<file path="src/rtl/conway_pkg.sv">
// Shared types and helpers for the Conway system sequencer slice.
package conway_pkg;

    typedef enum logic [1:0] {
        SEQ_IDLE = 2'd0,
        SEQ_LOAD = 2'd1,
        SEQ_RUN  = 2'd2,
        SEQ_DUMP = 2'd3
    } seq_state_t;

    function automatic int cnt_width(input int n);
        return (n < 1) ? 1 : $clog2(n + 1);
    endfunction

endpackage

</file>
<file path="src/rtl/system_sequencer_if.sv">
// Host/memory-side bundle of the system sequencer.
interface system_sequencer_if #(
    parameter int GEN_WIDTH = 8
);
    logic                 load_start;
    logic                 run_start;
    logic [GEN_WIDTH-1:0] run_gens;
    logic                 dump_start;
    logic                 in_bit;
    logic                 in_valid;
    logic                 in_ready;
    logic                 out_bit;
    logic                 out_valid;
    logic                 out_ready;
    logic                 load_mode;
    logic                 run_mode;
    logic                 output_mode;
    logic                 mem_serial_in;
    logic                 mem_serial_out;
    logic                 busy;
    logic                 done;

    modport master (
        output load_start, run_start, run_gens, dump_start,
        output in_bit, in_valid, out_ready, mem_serial_out,
        input  in_ready, out_bit, out_valid,
        input  load_mode, run_mode, output_mode,
        input  mem_serial_in, busy, done
    );

    modport slave (
        input  load_start, run_start, run_gens, dump_start,
        input  in_bit, in_valid, out_ready, mem_serial_out,
        output in_ready, out_bit, out_valid,
        output load_mode, run_mode, output_mode,
        output mem_serial_in, busy, done
    );

endinterface

</file>
<file path="src/rtl/system_sequencer.sv">
// Sequences serial load, generation runs and serial readout of the
// downstream system memory.
module system_sequencer
    import conway_pkg::*;
#(
    parameter int DATA_SIZE = 5,
    parameter int GEN_WIDTH = 8
) (
    input logic              clk,
    input logic              reset,
    system_sequencer_if.slave bus
);

    localparam int CW = cnt_width(DATA_SIZE);

    localparam logic [1:0] ST_IDLE = SEQ_IDLE;
    localparam logic [1:0] ST_LOAD = SEQ_LOAD;
    localparam logic [1:0] ST_RUN  = SEQ_RUN;
    localparam logic [1:0] ST_DUMP = SEQ_DUMP;

    localparam logic [CW-1:0] LAST = CW'(DATA_SIZE - 1);
    localparam logic [CW-1:0] FULL = CW'(DATA_SIZE);
    localparam logic [GEN_WIDTH-1:0] GEN_ONE = GEN_WIDTH'(1);

    logic [1:0]           state;
    logic [CW-1:0]        bit_cnt;
    logic [GEN_WIDTH-1:0] gen_cnt;
    logic                 done_q;
    logic                 valid_q;

    logic in_idle;
    logic in_load;
    logic in_run;
    logic in_dump;
    logic accept_in;
    logic shift;
    logic accept_out;

    always_comb begin
        in_idle    = (state == ST_IDLE);
        in_load    = (state == ST_LOAD);
        in_run     = (state == ST_RUN);
        in_dump    = (state == ST_DUMP);
        accept_in  = in_load && bus.in_valid;
        // A new shift may only overwrite a bit the consumer has taken.
        shift      = in_dump && (bit_cnt != FULL)
                     && (!valid_q || bus.out_ready);
        accept_out = in_dump && valid_q && bus.out_ready;
    end

    assign bus.in_ready      = in_load;
    assign bus.load_mode     = accept_in;
    assign bus.mem_serial_in = in_load & bus.in_bit;
    assign bus.run_mode      = in_run;
    assign bus.output_mode   = shift;
    assign bus.out_valid     = valid_q;
    assign bus.out_bit       = valid_q & bus.mem_serial_out;
    assign bus.busy          = !in_idle;
    assign bus.done          = done_q;

    always_ff @(posedge clk or posedge reset) begin
        if (reset) begin
            state   <= ST_IDLE;
            bit_cnt <= '0;
            gen_cnt <= '0;
            done_q  <= 1'b0;
            valid_q <= 1'b0;
        end else begin
            done_q <= 1'b0;
            unique case (1'b1)
                in_idle: begin
                    if (bus.run_start) begin
                        if (bus.run_gens == '0) begin
                            done_q <= 1'b1;
                        end else begin
                            state   <= ST_RUN;
                            gen_cnt <= bus.run_gens;
                        end
                    end else if (bus.load_start) begin
                        state   <= ST_LOAD;
                        bit_cnt <= '0;
                    end else if (bus.dump_start) begin
                        state   <= ST_DUMP;
                        bit_cnt <= '0;
                        valid_q <= 1'b0;
                    end
                end
                in_load: begin
                    if (accept_in) begin
                        if (bit_cnt == LAST) begin
                            state   <= ST_IDLE;
                            bit_cnt <= '0;
                            done_q  <= 1'b1;
                        end else begin
                            bit_cnt <= bit_cnt + 1'b1;
                        end
                    end
                end
                in_run: begin
                    if (gen_cnt == GEN_ONE) begin
                        state   <= ST_IDLE;
                        gen_cnt <= '0;
                        done_q  <= 1'b1;
                    end else begin
                        gen_cnt <= gen_cnt - 1'b1;
                    end
                end
                in_dump: begin
                    if (shift) begin
                        bit_cnt <= bit_cnt + 1'b1;
                        valid_q <= 1'b1;
                    end else if (accept_out) begin
                        valid_q <= 1'b0;
                        if (bit_cnt == FULL) begin
                            state   <= ST_IDLE;
                            bit_cnt <= '0;
                            done_q  <= 1'b1;
                        end
                    end
                end
                default: state <= ST_IDLE;
            endcase
        end
    end

endmodule

</file>
<file path="src/flat_wrapper.sv">
// flat-port wrapper written by rule: the top's interface ports become plain ports
module system_sequencer_flat import conway_pkg::*;
#(
    parameter int DATA_SIZE = 5,
    parameter int GEN_WIDTH = 8
)
  (clk, reset, bus_load_start, bus_run_start, bus_run_gens, bus_dump_start, bus_in_bit, bus_in_valid, bus_out_ready, bus_mem_serial_out, bus_in_ready, bus_out_bit, bus_out_valid, bus_load_mode, bus_run_mode, bus_output_mode, bus_mem_serial_in, bus_busy, bus_done);
  system_sequencer_if #(.GEN_WIDTH(GEN_WIDTH)) bus_i ();
  input logic clk;
  input logic reset;
  input wire logic [$bits(bus_i.load_start)-1:0] bus_load_start;
  input wire logic [$bits(bus_i.run_start)-1:0] bus_run_start;
  input wire logic [$bits(bus_i.run_gens)-1:0] bus_run_gens;
  input wire logic [$bits(bus_i.dump_start)-1:0] bus_dump_start;
  input wire logic [$bits(bus_i.in_bit)-1:0] bus_in_bit;
  input wire logic [$bits(bus_i.in_valid)-1:0] bus_in_valid;
  input wire logic [$bits(bus_i.out_ready)-1:0] bus_out_ready;
  input wire logic [$bits(bus_i.mem_serial_out)-1:0] bus_mem_serial_out;
  output wire logic [$bits(bus_i.in_ready)-1:0] bus_in_ready;
  output wire logic [$bits(bus_i.out_bit)-1:0] bus_out_bit;
  output wire logic [$bits(bus_i.out_valid)-1:0] bus_out_valid;
  output wire logic [$bits(bus_i.load_mode)-1:0] bus_load_mode;
  output wire logic [$bits(bus_i.run_mode)-1:0] bus_run_mode;
  output wire logic [$bits(bus_i.output_mode)-1:0] bus_output_mode;
  output wire logic [$bits(bus_i.mem_serial_in)-1:0] bus_mem_serial_in;
  output wire logic [$bits(bus_i.busy)-1:0] bus_busy;
  output wire logic [$bits(bus_i.done)-1:0] bus_done;
  assign bus_i.load_start = bus_load_start;
  assign bus_i.run_start = bus_run_start;
  assign bus_i.run_gens = bus_run_gens;
  assign bus_i.dump_start = bus_dump_start;
  assign bus_i.in_bit = bus_in_bit;
  assign bus_i.in_valid = bus_in_valid;
  assign bus_i.out_ready = bus_out_ready;
  assign bus_i.mem_serial_out = bus_mem_serial_out;
  assign bus_in_ready = bus_i.in_ready;
  assign bus_out_bit = bus_i.out_bit;
  assign bus_out_valid = bus_i.out_valid;
  assign bus_load_mode = bus_i.load_mode;
  assign bus_run_mode = bus_i.run_mode;
  assign bus_output_mode = bus_i.output_mode;
  assign bus_mem_serial_in = bus_i.mem_serial_in;
  assign bus_busy = bus_i.busy;
  assign bus_done = bus_i.done;
  system_sequencer #(.DATA_SIZE(DATA_SIZE), .GEN_WIDTH(GEN_WIDTH)) u_core (.clk(clk), .reset(reset), .bus(bus_i));
endmodule
</file>
<file path="config.mk">
export PLATFORM = sky130hd
export DESIGN_NAME = system_sequencer_flat
export DESIGN_NICKNAME = d
export VERILOG_FILES = /design/src/rtl/conway_pkg.sv /design/src/rtl/system_sequencer_if.sv /design/src/rtl/system_sequencer.sv /design/src/flat_wrapper.sv
export SDC_FILE = /design/constraint.sdc
export NUM_CORES = 1
export LEC_CHECK = 0
export BUFFER_PORTS_ARGS = -buffer_cell sky130_fd_sc_hd__buf_2
export CAP_MARGIN = 10
export CORE_MARGIN = 4
export CORE_UTILIZATION = 48
export DETAILED_ROUTE_END_ITERATION = 8
export PLACE_DENSITY = 0.84
export SYNTH_ARGS = -nofsm -noshare
export SYNTH_HDL_FRONTEND = slang
export SYNTH_SLANG_ARGS = --single-unit
</file>
<file path="constraint.sdc">
create_clock -name clk -period 1.8 [get_ports clk]
set_clock_uncertainty 0.2 [all_clocks]
set_input_delay 0.18 -clock clk [delete_from_list [all_inputs] [get_ports clk]]
set_output_delay 0.18 -clock clk [all_outputs]
set_load 0.02 [all_outputs]
</file>
Yosys cells after proc, flatten, opt, wreduce, memory -nomap -nowiden
Index checks and enable logic that the tools add are counted.
Widths: inputs -> output; s select.
Storage, ports and cells
  flip-flop bits (word level): 15
  latch bits: 0
  bits in writable memories: 0
  memory bits (read-only): 0
  input port bits: 17
  output and inout port bits: 9
  word-level logic and storage cells: 88
  memories kept: 0
Cells by class
  add/sub/neg operators: 2
  $mul: 0
  div/mod/pow operators: 0
  magnitude comparators: 0
  eq/ne operators: 23
  shift operators: 0
  muxes and demuxes: 39
  bitwise operators: 2
  reduce and logical (&&, ||, !) cells: 17
Operators by type and width (count)
  $mux 3: 8
  $mux 8: 3
  $mux 2: 10
  $ne 2x2->1 const B: 10
  $pmux 8 s2: 1
  $ne 3x3->1 const B: 5
  $mux 1: 13
  $pmux 3 s3: 1
  $eq 8x1->1 const B: 1
  $logic_not 8->1: 1
  $pmux 2 s4: 1
  $reduce_and 8->1: 1
  $sub 8x1->8 const B: 1
  $eq 3x3->1 const B: 2
  $reduce_and 6->1: 1
  $logic_and 1x1->1: 5
  $reduce_and 5->1: 1
  $eq 2x2->1 const B: 2
  $ne 4x4->1 const B: 1
  $pmux 1 s4: 1
  $reduce_bool 2->1: 2
  $add 3x1->3 const B: 1
  $reduce_and 3->1: 1
  $reduce_bool 3->1: 1
  other kinds (7): 9

Depth between registers and ports, before layout
Gate-level depths: netlist of the first run.
  depth after elaboration: 6
  mapped depth: 8
  gate-level depth less buffers: 7

Least setup slack after synthesis of the first run
Ideal clock, no wire load.
  kind: register -> register
  start: register u_core.gen_cnt[1]
  end: register u_core.state[1]
  library setup time: 0.126 ns
  arrival: 1.607 ns
  required time: 1.474 ns
  path slack: -0.133 ns
  cell stages (with the launch flop): 7
  path buffers: 0
  clock period less this slack: 1.933 ns
  path through: dfrtp_1 -> inv_1 -> ha_1 -> or3b_2 -> o21ai_4 -> nand4_2 -> mux2i_1
On the way
  cells in the longest elaborated chain, start to end: 3
RTL lines
  from (decl): line system_sequencer.sv:27  | logic [GEN_WIDTH-1:0] gen_cnt;
  from (signal assigned): line system_sequencer.sv:77  | gen_cnt <= bus.run_gens;
  from (signal assigned): line system_sequencer.sv:105  | gen_cnt <= gen_cnt - 1'b1;
  $eq 8x1->1: line system_sequencer.sv:100  | if (gen_cnt == GEN_ONE) begin
  $ne 2x1->1 (no line)
  $reduce_and 8->1 (no line)
  to (signal assigned): line system_sequencer.sv:101  | state <= ST_IDLE;
  to (signal assigned): line system_sequencer.sv:115  | state <= ST_IDLE;
  to (signal assigned): line system_sequencer.sv:121  | default: state <= ST_IDLE;
  to (decl): line system_sequencer.sv:25  | logic [1:0] state;
Every way passes these cells.
A chain may end at the register's enable or synchronous reset.

Worst setup path after layout of the first run
  start: register u_core.gen_cnt[4]
  end: register u_core.gen_cnt[2]
On the way
  cells in the longest elaborated chain, start to end: 3
RTL lines
  $eq 8x1->1: line system_sequencer.sv:100
  $mux 8: line system_sequencer.sv:100
  $pmux 8 s2: line system_sequencer.sv:70  | unique case (1'b1)
Every way passes these cells.

==> key figures, run 1 <==
Outcome
  – Status: complete, but fails checks
  – Violated checks: negative hold slack, negative setup slack

Synth
  – Synth Flop Type: dfrtp_1
  – Mean area per synthesized cell: 8.84 µm²
  – Synth Net Count: 156
  – EDFF count, synth: 0
  – Async SR Flop Fraction: 100%
  – Synth cell types: 39
  – Ys Warns: 0
  – Register area share after synthesis: roughly 33%
  – Post-Syn Area: 1140 µm²
  – Post-Syn Instances: 129
  – Synthesized flop and latch total: 15

Placement
  – Hpwl dp: between 2000 and 2500 µm
  – IO buf count: 25
  – Routability Congestion: 0.876
  – DP Worst Slack: -151 ps
  – Post-DP Area: 1490 µm²

Worst setup path
  – Slowest stage delay, CP: 580 ps
  – Critical Path RT: 1770 ps
  – Setup crit end kind: register
  – Reg2reg setup slack: -120 ps
  – Critical path's slowest cell: or4_4
  – Crit-path cells: or4_4 -> o21ai_4 -> nor2_1 -> a21oi_1 -> o21ai_1
  – Worst-path fanout max: 5
  – CP Class: register to register
  – Worst Setup Start Kind: register
  – CP Data Arrival Time: 1890 ps

Timing
  – Fin crit share: 107%
  – Final hold slack: -8.20 ps
  – Slew Limit Fails: 0
  – PnR worst setup slack: -120 ps
  – Worst rel slew slack: 59.9%
  – Fin Setup TNS: -632 ps
  – Minimum clock period: 1920 ps
  – FMAX: 521 MHz
  – Worst-margin pin slew: 601 ps
  – Final hold vios: 1
  – Setup Viol. Count Final: 11
  – Unrepaired setup endpoints after global routing: yes

Finish
  – Commonest non-fill, non-tap cell in the layout: buf_4
  – Diodes inserted: 0
  – Most frequent cells in the layout: buf_4, buf_2, dfrtp_1, nor2_1, o21ai_1
  – Layout filler cell count: roughly 150
  – Area grow syn2layout: 62.8%
  – Net count, final: 224
  – Final instance area: 1860 µm²
  – Layout cells sized above 1: about 53%

Route
  – Wire per inst: 17.4 µm
  – Vias/cell: 5.85
  – Drt initial violations: 49
  – Drt pass-1 iters: 4
  – ANT nets after route: 0
  – Final WL: between 3000 and 4000 µm
  – # DRC: 0
  – Routed vias: 1311

Global routing
  – First-pass GRT wire length: 5380 µm
  – GRT Residual Overflow: 0
  – Largest net degree at the start of global routing: 16
  – Global Route Usage Sum: about a fifth
  – Antenna violations before repair: 0
  – Vias in the first global route: 1243

Floorplan
  – Die area: 3220 µm²
  – Die height: 56.7 µm
  – Core ar.: 2230 µm²
  – Std-Cell Rows: 17
  – Io pins: 26
  – Initial core utilization: 51.0%
  – Die W: 56.7 µm

Clock tree
  – Worst-skew pair later-pin latency: 300 ps
  – Clock Tree Buf Depth: 2
  – CTS root buf: clkbuf_4
  – # clock sinks: 15
  – Worst-path clk slew: 100 ps
  – H-tree depth: 1
  – Number of buffers created by CTS: 3
  – TritonCTS clock tree: yes

Power
  – Leak pwr: 0.871 nW
  – VDD IR max: 0.00138 V
  – Sequential share of power: 19.4%
  – Power share of the combinational group: 73.9%
  – PD cells: between 1500 and 2000 nW/µm²
  – Int Pwr: about 1.6 mW
  – Clock power share: under 10%
  – NetSw: roughly 1.4 mW
  – Sw Share: 46.4%
  – Pwr Total: 3.06 mW

Hold path
  – HP Class: input pin to register

Flow run
  – Number of max-cap violations: 0
==> flip-flops by register name, summed over array words and instances, names as in the netlist <==
register	count
u_core.bus.out_valid	1
u_core.bit_cnt	3
u_core.bus.done	1
u_core.gen_cnt	8
u_core.state	2
==> through the flow <==
| stage | std cells | util, % |
|---|---|---|
| after CTS | 219 | 76.2 |
| after global placement | 206 | 66.8 |
| after floorplan | 129 | - |
| after detailed placement | 206 | 66.8 |
| after global routing | 224 | 83.1 |
| final | 224 | 83.1 |
==> kinds of logic (layout without fill, tap and decap cells) <==
kind of cell	after synthesis	in the layout	synth area share, %
and+or+nand+nor	44	44	21.6
AOI/OAI and AO/OA	41	42	24.4
DFF	15	15	32.9
buffers and inverters	14	80	5.71
adders and majority gates	10	10	11.0
muxes	5	5	4.39
==> final timing paths <==
kind,cells after the start,from,to
setup / recovery,5,u_core.gen_cnt[4],u_core.gen_cnt[2]
hold / removal,3,bus_run_gens[1],u_core.gen_cnt[1]
setup reg to reg,5,u_core.gen_cnt[4],u_core.gen_cnt[2]
hold reg to reg,1,u_core.bus.out_valid,u_core.bus.out_valid
max in group asynchronous,3,reset,u_core.gen_cnt[0]
min in group asynchronous,3,reset,u_core.gen_cnt[5]
==> Yosys cell counts (all sizes together), types with 2 or more instances <==
master   number  area share (%)
a2bb2oi       2             2.1
nand3b        2             1.3
or4           3             2.3
o2bb2ai       3             2.3
nand2         7             2.3
o21ai        16             8.0
buf           2             1.6
or3b          2             1.5
nand2b        4             2.2
inv          10             3.3
mux2i         5             4.4
and2          4             2.2
nor3          5             2.2
nor2         11             3.6
a32o          2             1.8
ha           10              11
a21oi        10             4.4
dfrtp        15              33
==> routing by layer <==
layer,track usage [%],vias to the layer above,part of all wire [%]
met5,0,-,0
met4,8.61,0,4.0
met3,3.45,21,5.2
met2,38.0,57,53
met1,24.3,635,37
li1,-,598,-
==> critical path, delay by kind of cell (launching register included) <==
family | cells | cell delay (ps)
AO/OA/AOI/OAI | 3 | 510
AND/OR/NAND/NOR | 2 | 680
flip-flops | 1 | 420
==> repair_timing <==
action | in CTS | in global routing
hold buffers | 4 | 1
endpoints found under the hold margin | 18 | 1
pin swaps | 6 | 12
buffers inserted | 4 | 4
setup endpoints to repair | 14 | 14
resized for setup | 32 | 24
cloned | 1 | 0
==> area by class of cell <==
cell class,count,area [µm²],area share (%)
Inverter,11,41.3,2.23
Multi-Input combinational cell,101,916,49.4
Sequential cell,15,375,20.2
Timing Repair Buffer,65,460,24.8
Clock buffer,3,22.5,1.21
Tap cell,28,35.0,1.89
Clock inverter,1,5.00,0.270
==> power groups by stage <==
stage	Combinational, mW	Sequential, mW	Clock (mW)
after detailed placement	1.64	0.562	0
after global placement	1.58	0.552	0
after CTS	1.94	0.570	0.201
after global routing	2.44	0.601	0.229
after floorplan	0.992	0.582	0
final	2.26	0.593	0.204
Power figures use the tool's default switching activity.
==> run 2: changes to the inputs <==
--- a/config.mk
+++ b/config.mk
@@ -7,10 +7,12 @@
 export LEC_CHECK = 0
 export BUFFER_PORTS_ARGS = -buffer_cell sky130_fd_sc_hd__buf_2
 export CAP_MARGIN = 10
+export CELL_PAD_IN_SITES_DETAIL_PLACEMENT = 1
+export CELL_PAD_IN_SITES_GLOBAL_PLACEMENT = 2
 export CORE_MARGIN = 4
-export CORE_UTILIZATION = 48
+export CORE_UTILIZATION = 28
 export DETAILED_ROUTE_END_ITERATION = 8
-export PLACE_DENSITY = 0.84
+export PLACE_DENSITY = 0.83
 export SYNTH_ARGS = -nofsm -noshare
 export SYNTH_HDL_FRONTEND = slang
 export SYNTH_SLANG_ARGS = --single-unit
==> run 2 against run 1 <==
The flow finishes with violations (negative setup slack); die area is 60% higher; first-iteration DRC count is 41% lower; final area is 2.5% higher; routed wire length is 7.8% higher; sequential cell count stayed put; clock power is 41% higher; count of clock-buffer cells in the layout is 1 higher; critical path type unchanged.
==> key figures, run 2 (synthesized netlist as in run 1, its figures left out) <==
Outcome
  – Status: complete, but fails checks (unchanged)
  – Violated checks: negative setup slack (was negative hold slack, negative setup slack)

Timing
  – Final hold vios: 0 (was 1)
  – Worst-margin pin slew: 627 ps (was 601 ps)
  – Final hold slack: 33.2 ps (was -8.20 ps)
  – Setup Viol. Count Final: 9 (was 11)
  – Unrepaired setup endpoints after global routing: yes (unchanged)
  – PnR worst setup slack: -150 ps (was -120 ps)
  – FMAX: 513 MHz (was 521 MHz)
  – Fin crit share: 108% (was 107%)
  – Worst rel slew slack: 58.1% (was 59.9%)
  – Fin Setup TNS: -1050 ps (was -632 ps)
  – Slew Limit Fails: 0 (unchanged)
  – Minimum clock period: 1950 ps (was 1920 ps)

Clock tree
  – H-tree depth: 1 (unchanged)
  – Number of buffers created by CTS: 3 (unchanged)
  – CTS root buf: clkbuf_8 (was clkbuf_4)
  – TritonCTS clock tree: yes (unchanged)
  – Clock Tree Buf Depth: 2 (unchanged)
  – # clock sinks: 15 (unchanged)
  – Worst-path clk slew: 70 ps (was 100 ps)
  – Worst-skew pair later-pin latency: 260 ps (was 300 ps)

Floorplan
  – Core ar.: 3800 µm² (was 2230 µm²)
  – Die height: 71.8 µm (was 56.7 µm)
  – Std-Cell Rows: 22 (was 17)
  – Die area: 5160 µm² (was 3220 µm²)
  – Initial core utilization: 30.0% (was 51.0%)
  – Die W: 71.8 µm (was 56.7 µm)
  – Io pins: 26 (unchanged)

Global routing
  – Antenna violations before repair: 0 (unchanged)
  – Global Route Usage Sum: 16.8% (was 21.0%)
  – Vias in the first global route: 1436 (was 1243)
  – Largest net degree at the start of global routing: 16 (unchanged)
  – GRT Residual Overflow: 0 (unchanged)
  – First-pass GRT wire length: 6820 µm (was 5380 µm)

Finish
  – Area grow syn2layout: 66.8% (was 62.8%)
  – Commonest non-fill, non-tap cell in the layout: buf_4 (unchanged)
  – Layout filler cell count: 444 (was 146)
  – Largest Register: u_core.gen_cnt (unchanged)
  – Final core occ: 50.1% (was 83.1%)
  – Largest registers: u_core.gen_cnt x8, u_core.bit_cnt x3, u_core.state x2 (unchanged)
  – Most frequent cells in the layout: buf_4, buf_2, dfrtp_1, o21ai_1, nor2_1 (was buf_4, buf_2, dfrtp_1, nor2_1, o21ai_1)
  – Diodes inserted: 0 (unchanged)
  – Layout cells sized above 1: 54.4% (was 53.1%)
  – Net count, final: 223 (was 224)
  – Max reg flops: 8 (unchanged)

Route
  – Vias/cell: 5.20 (was 5.85)
  – Final WL: 4190 µm (was 3890 µm)
  – Wire per inst: 17.2 µm (was 17.4 µm)
  – Drt initial violations: 29 (was 49)
  – ANT nets after route: 0 (unchanged)
  – Routed vias: 1263 (was 1311)
  – Drt pass-1 iters: 4 (unchanged)
  – # DRC: 0 (unchanged)

Worst setup path
  – Worst-path fanout max: 5 (unchanged)
  – CP Class: register to register (unchanged)
  – Worst Setup Start Kind: register (unchanged)
  – Critical Path RT: 1770 ps (about the same)
  – Setup crit end kind: register (unchanged)
  – CP Data Arrival Time: 1920 ps (was 1890 ps)

Placement
  – IO buf count: 25 (unchanged)
  – Routability Congestion: 0.846 (was 0.876)
  – DP Worst Slack: -214 ps (was -151 ps)
  – Hpwl dp: 2970 µm (was 2350 µm)

Power
  – Leak pwr: 0.878 nW (was 0.871 nW)
  – VDD IR max: 0.000583 V (was 0.00138 V)
  – PD cells: 1680 nW/µm² (was 1650 nW/µm²)

Hold path
  – HP Class: input pin to register (unchanged)

Flow run
  – Number of max-cap violations: 0 (unchanged)
[run 2: cell count changes in the layout (fill, tap and decap cells not counted), sizes merged]
cell         previous run  this run
dlygate4sd3             5         1
clkbuf                  3         4
buf                    60        64
o21ai                  17        16
clkinv                  2         1
[run 2: layout make-up]
type	instances	area, µm²	area share (%)
multi-input combinational	100	913	48.0
sequential	15	375	19.7
tap	48	60.1	3.16
timing repair buffer	65	467	24.5
inverter	11	41.3	2.17
clock buffer	4	45.0	2.37
[run 2: worst paths after layout]
| check | slack (ps) | startpoint | depth (start not counted) | end |
|---|---|---|---|---|
| min reg2reg | 370 | u_core.bus.out_valid | 1 | u_core.bus.out_valid |
| min | 30 | bus_run_gens[7] | 3 | u_core.gen_cnt[7] |
| max in group asynchronous | 640 | reset | 3 | u_core.state[1] |
| min in group asynchronous | 350 | reset | 3 | u_core.bit_cnt[1] |
| max reg2reg | -150 | u_core.gen_cnt[5] | 5 | u_core.state[0] |
| max | -150 | u_core.gen_cnt[5] | 5 | u_core.state[0] |
[run 2: power breakdown]
group / leakage, nW / switching (mW) / internal [mW]
sequential: 0.193 / 0.119 / 0.473
clock: 0.0228 / 0.131 / 0.157
combinational: 0.663 / 1.18 / 1.13
total: 0.878 / 1.43 / 1.76
[run 2: routing by layer]
layer / share of wire, % / up-vias / GRT usage [%]
li1: - / 597 / -
met1: 39 / 625 / 18.3
met2: 54 / 32 / 31.9
met3: 3.5 / 9 / 2.38
met4: 2.8 / 0 / 6.89
met5: 0 / - / 0
[run 2: stage by stage]
stage	total power, mW	instance area [µm²]	instances
4_1_cts	2.92	1780	241
3_3_place_gp	2.18	1540	229
5_1_grt	3.45	1900	243
6_report	3.19	1900	243
2_1_floorplan	1.57	1150	129
3_5_place_dp	2.27	1540	229
[run 2: worst max-delay path, stage by stage, from the launching register on]
cell and delay, ps:
dfrtp_1 380, or4_4 580, o21ai_4 260, buf_4 160, nand4_4 90, mux2i_1 190
[run 2: what timing repair did]
item                                    in CTS  in global routing
endpoints found under the setup margin      14                 17
gates cloned                                 0                  0
resized for setup                           40                 23
hold endpoints to repair                    15                  0
hold buffers                                 1                  0
pin swaps                                    7                  8
setup buffers                                7                  2
==> run 3: changes to the inputs <==
--- a/config.mk
+++ b/config.mk
@@ -13,6 +13,7 @@
 export CORE_UTILIZATION = 28
 export DETAILED_ROUTE_END_ITERATION = 8
 export PLACE_DENSITY = 0.83
+export REMOVE_ABC_BUFFERS = 1
 export SYNTH_ARGS = -nofsm -noshare
 export SYNTH_HDL_FRONTEND = slang
 export SYNTH_SLANG_ARGS = --single-unit
==> run 3 against run 2 <==
Worst setup slack improved by 42 ps; non-clock buffer count increased by 7; register-to-register slack improved by 40 ps; power increased by 2.6%; final area increased by 4.5%; sequential power about the same; critical path type unchanged; global-route usage decreased by 1.1 points; the flow still finishes with violations (negative setup slack); clock power about the same.
==> key figures, run 3 (synthesized netlist as in run 1, its figures left out) <==
Outcome
  – Status: complete, but fails checks (unchanged)
  – Violated checks: negative setup slack (unchanged)

Clock tree
  – TritonCTS clock tree: yes (unchanged)
  – Number of buffers created by CTS: 3 (unchanged)
  – CTS root buf: clkbuf_8 (unchanged)
  – Worst-path clk slew: 70 ps (about the same)
  – Clock Tree Buf Depth: 2 (unchanged)
  – Worst-skew pair later-pin latency: 260 ps (about the same)
  – H-tree depth: 1 (unchanged)
  – # clock sinks: 15 (unchanged)

Route
  – Drt initial violations: 19 (was 29)
  – Drt pass-1 iters: 4 (unchanged)
  – # DRC: 0 (unchanged)
  – ANT nets after route: 0 (unchanged)
  – Wire per inst: 16.2 µm (was 17.2 µm)
  – Vias/cell: 5.07 (was 5.20)
  – Final WL: 4060 µm (was 4190 µm)
  – Routed vias: 1272 (was 1263)

Power
  – Sw Share: 44.3% (was 44.8%)
  – Int Pwr: 1.83 mW (was 1.76 mW)
  – Pwr Total: 3.28 mW (was 3.19 mW)
  – Clock power share: 8.9% (was 9.0%)
  – PD cells: 1650 nW/µm² (was 1680 nW/µm²)
  – Power share of the combinational group: 73.1% (was 72.5%)
  – NetSw: 1.45 mW (was 1.43 mW)
  – Sequential share of power: 18.0% (was 18.5%)
  – VDD IR max: 0.000661 V (was 0.000583 V)
  – Leak pwr: 0.918 nW (was 0.878 nW)

Global routing
  – Vias in the first global route: 1388 (was 1436)
  – Global Route Usage Sum: 15.7% (was 16.8%)
  – Grt peak-use layer: met2 (unchanged)
  – GRT met2 Usage: 29.8% (was 31.9%)
  – Met1 Usage GRT: 17.6% (was 18.3%)
  – GRT met3 Usage: 1.54% (was 2.38%)
  – Largest net degree at the start of global routing: 16 (unchanged)
  – GRT Residual Overflow: 0 (unchanged)
  – First-pass GRT wire length: 6380 µm (was 6820 µm)
  – Antenna violations before repair: 0 (unchanged)

Finish
  – Register area: 375 µm² (unchanged)
  – Layout filler cell count: 430 (was 444)
  – Largest Register: u_core.gen_cnt (unchanged)
  – Diodes inserted: 0 (unchanged)
  – Max reg flops: 8 (unchanged)
  – Commonest non-fill, non-tap cell in the layout: buf_4 (unchanged)
  – Largest registers: u_core.gen_cnt x8, u_core.bit_cnt x3, u_core.state x2 (unchanged)
  – Final instance area: 1990 µm² (was 1900 µm²)
  – Layout cells sized above 1: 58.6% (was 54.4%)
  – Most frequent cells in the layout: buf_4, buf_2, dfrtp_1, buf_6, o21ai_1 (was buf_4, buf_2, dfrtp_1, o21ai_1, nor2_1)
  – Area grow syn2layout: 74.4% (was 66.8%)
  – Area of the multi-input gates: 935 µm² (was 913 µm²)
  – Net count, final: 231 (was 223)

Floorplan
  – Initial core utilization: 30.0% (unchanged)
  – Die height: 71.8 µm (unchanged)
  – Die area: 5160 µm² (unchanged)
  – Std-Cell Rows: 22 (unchanged)
  – Io pins: 26 (unchanged)
  – Core ar.: 3800 µm² (unchanged)
  – Die W: 71.8 µm (unchanged)

Timing
  – Fin Setup TNS: -693 ps (was -1050 ps)
  – Minimum clock period: 1910 ps (was 1950 ps)
  – Setup Viol. Count Final: 10 (was 9)
  – Slew Limit Fails: 0 (unchanged)
  – Fin crit share: 106% (was 108%)
  – FMAX: 524 MHz (was 513 MHz)
  – Unrepaired setup endpoints after global routing: yes (unchanged)
  – Worst-margin pin slew: 636 ps (was 627 ps)
  – Worst rel slew slack: 57.5% (was 58.1%)
  – PnR worst setup slack: -108 ps (was -150 ps)
  – Final hold vios: 0 (unchanged)

Worst setup path
  – Worst-path fanout max: 5 (unchanged)
  – CP Class: register to register (unchanged)
  – Worst Setup Start Kind: register (unchanged)
  – Critical Path RT: 1770 ps (about the same)
  – CP Data Arrival Time: 1880 ps (was 1920 ps)
  – Setup crit end kind: register (unchanged)

Placement
  – IO buf count: 25 (unchanged)
  – Hpwl dp: 2940 µm (was 2970 µm)
  – Post-DP Area: 1590 µm² (was 1540 µm²)
  – Routability Congestion: 0.816 (was 0.846)

Hold path
  – HP Class: input pin to register (unchanged)

Flow run
  – Number of max-cap violations: 0 (unchanged)
run 3: cell count changes in the layout (fill, tap and decap cells not counted), sizes merged:
cell,previous run,this run
clkbuf,4,3
o21ai,16,17
buf,64,71
clkinv,1,0
clkinvlp,0,2
run 3: path summary, 6_finish.rpt:
check / from / to / slack, ps / depth (start not counted)
hold reg to reg: u_core.gen_cnt[7] / u_core.gen_cnt[7] / 360 / 2
setup / recovery: u_core.gen_cnt[3] / u_core.state[0] / -110 / 4
min in group asynchronous: reset / u_core.bit_cnt[1] / 340 / 3
setup reg to reg: u_core.gen_cnt[3] / u_core.state[0] / -110 / 4
max in group asynchronous: reset / u_core.gen_cnt[2] / 640 / 3
hold / removal: bus_run_gens[1] / u_core.gen_cnt[1] / 30 / 3
run 3: area by class of cell:
cell class / instances / area share [%]
clock buffer: 3 / 2.08
timing repair buffer: 72 / 26.4
tap: 48 / 3.02
clock inverter: 1 / 0.378
multi-input combinational: 101 / 47.0
sequential: 15 / 18.9
inverter: 11 / 2.27
run 3: what timing repair did:
item | in CTS | in global routing
hold buffers | 1 | 0
gates resized for setup | 31 | 42
endpoints found under the setup margin | 17 | 19
setup buffers | 3 | 5
gates cloned | 1 | 1
hold endpoints to repair | 15 | 0
pin swaps | 7 | 11
run 3: metal layers:
| layer | vias up | routed length [µm] | share of wire, % |
|---|---|---|---|
| met5 | - | 0 | 0 |
| met4 | 0 | 63 | 1.6 |
| met3 | 4 | 163 | 4.0 |
| met2 | 31 | 2120 | 52 |
| met1 | 623 | 1720 | 42 |
| li1 | 614 | - | - |
run 3: critical path, stage by stage (launching register included):
cell and delay, ps:
dfrtp_1 390, or4_4 590, o21ai_4 270, nand4_2 170, mux2i_1 190
run 3: power groups by stage:
stage	combinational [mW]	clock [mW]	sequential [mW]
finish	2.39	0.291	0.589
global route	2.62	0.323	0.603
CTS	2.03	0.311	0.569
detailed placement	1.76	0	0.564
global placement	1.68	0	0.553
floorplan	0.919	0	0.580
run 3: per-stage QoR:
step	utilization, %	setup slack (ps)	cells	hold WS, ps
2_1_floorplan	-	-133	126	-119
3_3_place_gp	41.8	-216	237	67.2
3_5_place_dp	41.8	-340	237	97.8
4_1_cts	47.0	-102	246	23.7
5_1_grt	52.3	-192	251	39.6
6_report	52.3	-108	251	25.1
